[src/rtl/reg_file_8x16_pkg.sv]
// Shared sizing constants and types for the 8-entry x 16-bit general-purpose register bank.
package reg_file_8x16_pkg;

    localparam int DATA_W   = 16;
    localparam int ADDR_W   = 3;
    localparam int NUM_REGS = 1 << ADDR_W;

    localparam logic [DATA_W-1:0] REG_RESET_VAL = 16'h0000;

    typedef logic [DATA_W-1:0] data_t;
    typedef logic [ADDR_W-1:0] addr_t;

endpackage

[src/rtl/reg_file_8x16_register.sv]
// Single storage word: D register with load enable and asynchronous active-low clear.
module register
    import reg_file_8x16_pkg::*;
#(
    parameter int                WIDTH     = DATA_W,
    parameter logic [WIDTH-1:0]  RESET_VAL = '0
) (
    input  logic             clk,
    input  logic             reset,
    input  logic             load,
    input  logic [WIDTH-1:0] d,
    output logic [WIDTH-1:0] q
);

    logic [WIDTH-1:0] data_d;
    logic [WIDTH-1:0] data_q;

    // With load low the mux selects the held value, so X on d never reaches the flop.
    always_comb begin
        data_d = data_q;
        if (load) begin
            data_d = d;
        end
    end

    always_ff @(posedge clk or negedge reset) begin
        if (!reset) begin
            data_q <= RESET_VAL;
        end else begin
            data_q <= data_d;
        end
    end

    assign q = data_q;

endmodule

[src/rtl/reg_file_8x16.sv]
// Register bank: one synchronous write port, two combinational read ports, no write-through bypass.
module reg_file_8x16
    import reg_file_8x16_pkg::*;
#(
    parameter int DATA_W = reg_file_8x16_pkg::DATA_W,
    parameter int ADDR_W = reg_file_8x16_pkg::ADDR_W
) (
    input  logic              clk,
    input  logic              reset,
    input  logic              wr,
    input  logic [ADDR_W-1:0] rd_addr_a,
    input  logic [ADDR_W-1:0] rd_addr_b,
    input  logic [ADDR_W-1:0] wr_addr,
    input  logic [DATA_W-1:0] d_in,
    output logic [DATA_W-1:0] d_out_a,
    output logic [DATA_W-1:0] d_out_b
);

    localparam int DEPTH = 1 << ADDR_W;

    logic [DEPTH-1:0]  wr_en;
    logic [DATA_W-1:0] reg_val [DEPTH];

    always_comb begin
        wr_en = '0;
        for (int i = 0; i < DEPTH; i++) begin
            wr_en[i] = wr && (wr_addr == ADDR_W'(i));
        end
    end

    for (genvar g = 0; g < DEPTH; g++) begin : g_regs
        register #(
            .WIDTH     (DATA_W),
            .RESET_VAL (DATA_W'(REG_RESET_VAL))
        ) u_reg (
            .clk   (clk),
            .reset (reset),
            .load  (wr_en[g]),
            .d     (d_in),
            .q     (reg_val[g])
        );
    end

    // Reads come straight from register state, so a same-cycle write shows only after the edge.
    always_comb begin
        d_out_a = reg_val[rd_addr_a];
        d_out_b = reg_val[rd_addr_b];
    end

endmodule

[config.mk]
export PLATFORM = sky130hd
export DESIGN_NAME = reg_file_8x16
export DESIGN_NICKNAME = d
export VERILOG_FILES = /design/src/rtl/reg_file_8x16_pkg.sv /design/src/rtl/reg_file_8x16_register.sv /design/src/rtl/reg_file_8x16.sv
export SDC_FILE = /design/constraint.sdc
export NUM_CORES = 1
export LEC_CHECK = 0
export ABC_AREA = 0
export BUFFER_PORTS_ARGS = -buffer_cell sky130_fd_sc_hd__buf_2
export CAP_MARGIN = 5
export CORE_ASPECT_RATIO = 0.5
export CORE_UTILIZATION = 30
export DETAILED_ROUTE_END_ITERATION = 12
export MAX_ROUTING_LAYER = met4
export PLACE_DENSITY = 0.57
export SYNTH_ARGS = -nofsm -noshare
export SYNTH_HDL_FRONTEND = slang
export SYNTH_HIERARCHICAL = 1
export SYNTH_SLANG_ARGS = --single-unit
[constraint.sdc]
create_clock -name clk -period 1.29 [get_ports clk]
set_clock_uncertainty 0.1 [all_clocks]
set_input_delay 0 -clock clk [delete_from_list [all_inputs] [get_ports clk]]
set_output_delay 0 -clock clk [all_outputs]
set_load 0.02 [all_outputs]
# [After elaboration in Yosys (flattened, before gate mapping)]
# Index checks and enable logic that the tools add are counted.
# W data, S select, Z words.
[classes] eq_ne=7 magnitude_cmp=2 n_mux=6 n_reduce_logical=9 bitwise=2
[op_table] operator="$bmux W16 S3" count=2
[op_table] operator="$mux W16" count=4
[op_table] operator="$eq A3 B3 Y1 const B" count=4
[op_table] operator="$ge A4 B4 Y1 const B" count=2
[op_table] operator="$logic_and A1 B1 Y1" count=8
[op_table] operator="$not A3 Y4" count=2
[op_table] operator="$eq A3 B2 Y1 const B" count=2
[op_table] operator="$eq A3 B1 Y1 const B" count=1
[op_table] operator="$logic_not A3 Y1" count=1
[word_totals] wordCells=34 output_inout_bits=32 inputBits=28 regBits=128

# [Longest topological paths before layout]
[depth] depth_word=4 mapped_depth=5 depth_no_buf=3

# [Modules after synthesis]
# The synthesis kept the hierarchy.
[by_module_without_submodules] module="register" cells_each=34 area_per_inst_um2=649.4 instances=8
[by_module_without_submodules] module="reg_file_8x16" cells_each=127 area_per_inst_um2=2200.9 instances=1

# [Worst setup path after synthesis]
# Ideal clock, no wire load.
[synth_path] kind="register -> output" startpoint="register g_regs[3].u_reg.data_q[14]" endpoint="output d_out_a[14]" required_time_ns=1.190 n_path_buf=0 arrival_ns=1.162 path_stages_with_launch=3 path_slack_ns=0.028 cell_sequence="dfrtp_1 > mux4_1 > mux2_2"
[synth_between] elab_chain_len=3
[synth_lines] element="start: declaration" line="reg_file_8x16_register.sv:16" rtl="logic [WIDTH-1:0] data_q;"
[synth_lines] element="start signal: assignment" line="reg_file_8x16_register.sv:30" rtl="data_q <= data_d;"
[synth_lines] element="$bmux W16 S3" line="reg_file_8x16.sv:46" rtl="d_out_a = reg_val[rd_addr_a];"
[synth_lines] element="$mux W16 (implied by the code) (2 in a row)" line="reg_file_8x16.sv:46"
[synth_lines] element="end: declaration" line="reg_file_8x16.sv:15" rtl="output logic [DATA_W-1:0] d_out_a,"
# Every way passes these cells. The select of a mux whose other input is x is not followed.

# [Worst setup path in the final report]
[layout_path] startpoint="register g_regs[5].u_reg.data_q[1]" endpoint="output d_out_a[1]"
[layout_between] elab_chain_len=3
[layout_lines] element="start: declaration" line="reg_file_8x16_register.sv:16"
[layout_lines] element="start signal: assignment" line="reg_file_8x16_register.sv:30"
[layout_lines] element="$bmux W16 S3" line="reg_file_8x16.sv:46"
[layout_lines] element="$mux W16 (implied by the code) (2 in a row)" line="reg_file_8x16.sv:46"
# Every way passes these cells. The select of a mux whose other input is x is not followed.

==> run metrics <==
status finished with violations; failing checks setup timing; DP Area 8680 µm²; Synth Area in XOR/XNOR 0%; Synth warnings 6; WL final 17,500 µm; share of cells above drive strength 1 74.3%; largest family of logic cells by synthesized area multiplexers; worst path arrival time 1.75 ns; Post-synth ARST share 100%; drc violations 0; number of buffers created by CTS 17; clock latency on the worst-skew pair 0.41 ns; fmax 540 MHz; top cells by count, synth 128 x dfrtp_1, 80 x mux2_2, 80 x mux2_4, 56 x mux4_1, 16 x buf_6; Syn Std Cell Area 7400 µm²; top cell type's share of synthesized area 43.3%; CTS Buffer Depth 2; Area growth syn-to-layout 31.7%; crit-path max cell delay 0.49 ns; Mapped Cells 399; final setup margin -0.562 ns; Wirelength per Cell 18.8 µm; crit start category flip-flop; # setup viols final 32; Worst Hold Class primary input to async pin; routed vias/inst 4.64; ANT cells 0; Worst VDD drop 898 µV; Final Hold Fails 0; CTS tree done; hpwl dp 11,100 µm; critical-path cell list mux4_2, mux2_4, buf_6; initial core utilization 30.7%; router iterations before antenna repair 4; Register Area 3200 µm²; Max Cap Viol 0; first-pass GRT wire length 28,200 µm; Num Clock Sinks 128; main flop type after synthesis dfrtp_1; grt ovf 0; syn avg cell area 18.5 µm²; Final Instance Area 9740 µm²; critical path fanouts, max 3; pre-CTS setup slack -0.245 ns; Core ar. 24,100 µm²; number of I/O port buffers 59; simple-gate share of the synthesized area 0.795%; CTS H-tree lvls 4; Worst setup EP type primary output; largest cells by area after synthesis dfrtp_1 43%, mux4_1 20%, mux2_4 16%, mux2_2 12%, buf_6 2.4%; Top Ports 60; largest area contributor in the netlist dfrtp_1; EDFF count, synth 0; Largest register FFs 128; most common cell in the netlist dfrtp_1; FF-to-FF setup slack 0.06 ns; GPL Wtd Cong 0.733; post-synthesis sequential area ratio 43.3%; Synth Area in Adders 0%; Worst-Margin Slew 0.452 ns; Setup CP Type flip-flop to primary output; largest net degree at the start of global routing 77; # fillers 2,237; die area 25,300 µm²; mux share of post-synthesis cell area 50.8%; initial DRC count 217; Final Net Count 612; critical path's slowest cell mux4_2; RSZ-0062 raised after global routing true; compound-cell area share of the yosys netlist 0%; reg2reg start g_regs[3].u_reg/q[10]; WP data required 1.19 ns; static leakage 4.30 nW; Synth Register Bits 128; Final period util 144%; multi-input gate area in the final layout 3740 µm²; syn_nets 427; vias in the first global route 4,786; die span in y 113 µm; row cnt 40; Slew HR 69.9%; PD cells 1590 nW/µm²; Die W 224 µm; vias 4,324; DRT antenna net count 0; All-Layer GR Usage 15.3%; R2R depth 4; clock transition at the registers of the reported paths 0.06 ns; initial antenna violation count 0; Final Slew Violations 0; Root Buffer clkbuf_16; crit path from g_regs[5].u_reg/q[1]; Period minus WS final 1.85 ns; FF-to-FF End g_regs[3].u_reg/q[10]; Distinct cells, synth 14
worst max-delay path by stage:
| stage | endpoint | slack [ns] | cells past startpoint |
|---|---|---|---|
| 6_report | d_out_a[1] | -0.56 | 3 |
| 5_1_grt | d_out_b[3] | -0.60 | 3 |
| 4_1_cts | d_out_a[1] | -0.58 | 3 |
| 3_5_place_dp | d_out_a[1] | -0.25 | 5 |
| 3_3_place_gp | d_out_a[14] | -0.21 | 5 |
| 2_1_floorplan | d_out_a[14] | 0.03 | 2 |
routing by layer:
metal  share of wire, %  GRT usage, %  vias to the layer above  wire length [µm]
li1                   -             -                     1919                 -
met1                 48          20.7                     2319              8470
met2                 47          23.0                       73              8210
met3                3.7          3.14                       13               643
met4                1.0          4.75                        0               178
met5                  0             -                        -                 0
metrics by stage:
step | hold WS [ns] | power (mW) | util [%] | TNS [ns] | cells
finish | 0.0380 | 15.5 | 40.5 | -16.38 | 932
floorplan | -0.396 | 8.18 | - | 0 | 399
CTS | 0.0386 | 15.5 | 40.2 | -17.24 | 924
detailed placement | -0.0626 | 9.93 | 36.1 | -9.23 | 855
global placement | -0.0653 | 9.82 | 36.1 | -8.43 | 855
global route | 0.0601 | 16.3 | 40.5 | -17.93 | 932
where the power goes:
part	internal, mW	switching, mW	total (mW)
logic	3.63	1.69	5.32
registers	4.92	0.691	5.61
clock network	2.88	1.69	4.57
total	11.4	4.07	15.5
layout by cell type (no fill, tap or decap):
master	instances
clkbuf_1	3
nand2b_1	3
buf_2	26
nand2_1	2
buf_6	32
nor3_2	2
clkinv_2	5
buf_4	108
clkbuf_8	5
dfrtp_1	128
bufinv_16	1
mux4_2	64
mux2_4	111
clkbuf_16	17
mux2_2	49
dlygate4sd3_1	17
buf_12	17
nor2_2	6
layout make-up:
cell class	instances	area share, %
Clock buffer	25	5.19
Clock inverter	6	0.565
Multi-Input combinational cell	237	38.4
Sequential cell	128	32.9
Tap cell	336	4.32
Timing Repair Buffer	200	18.6
repair_timing:
item	in CTS	in global routing
hold buffers	17	0
setup endpoints to repair	32	32
setup buffers	21	8
pin swaps	0	0
gates resized for setup	141	10
hold endpoints to repair	256	0
cell families after synthesis:
logic type,Yosys count
buffers and inverters,34
muxes,224
and+or+nand+nor,13
DFF,128
worst max-delay path: cells and delay by family, from the launching register on:
family	cells	cell delay [ns]
mux	2	0.80
flops	1	0.40
buf+inv	1	0.14
Power figures use the tool's default switching activity.
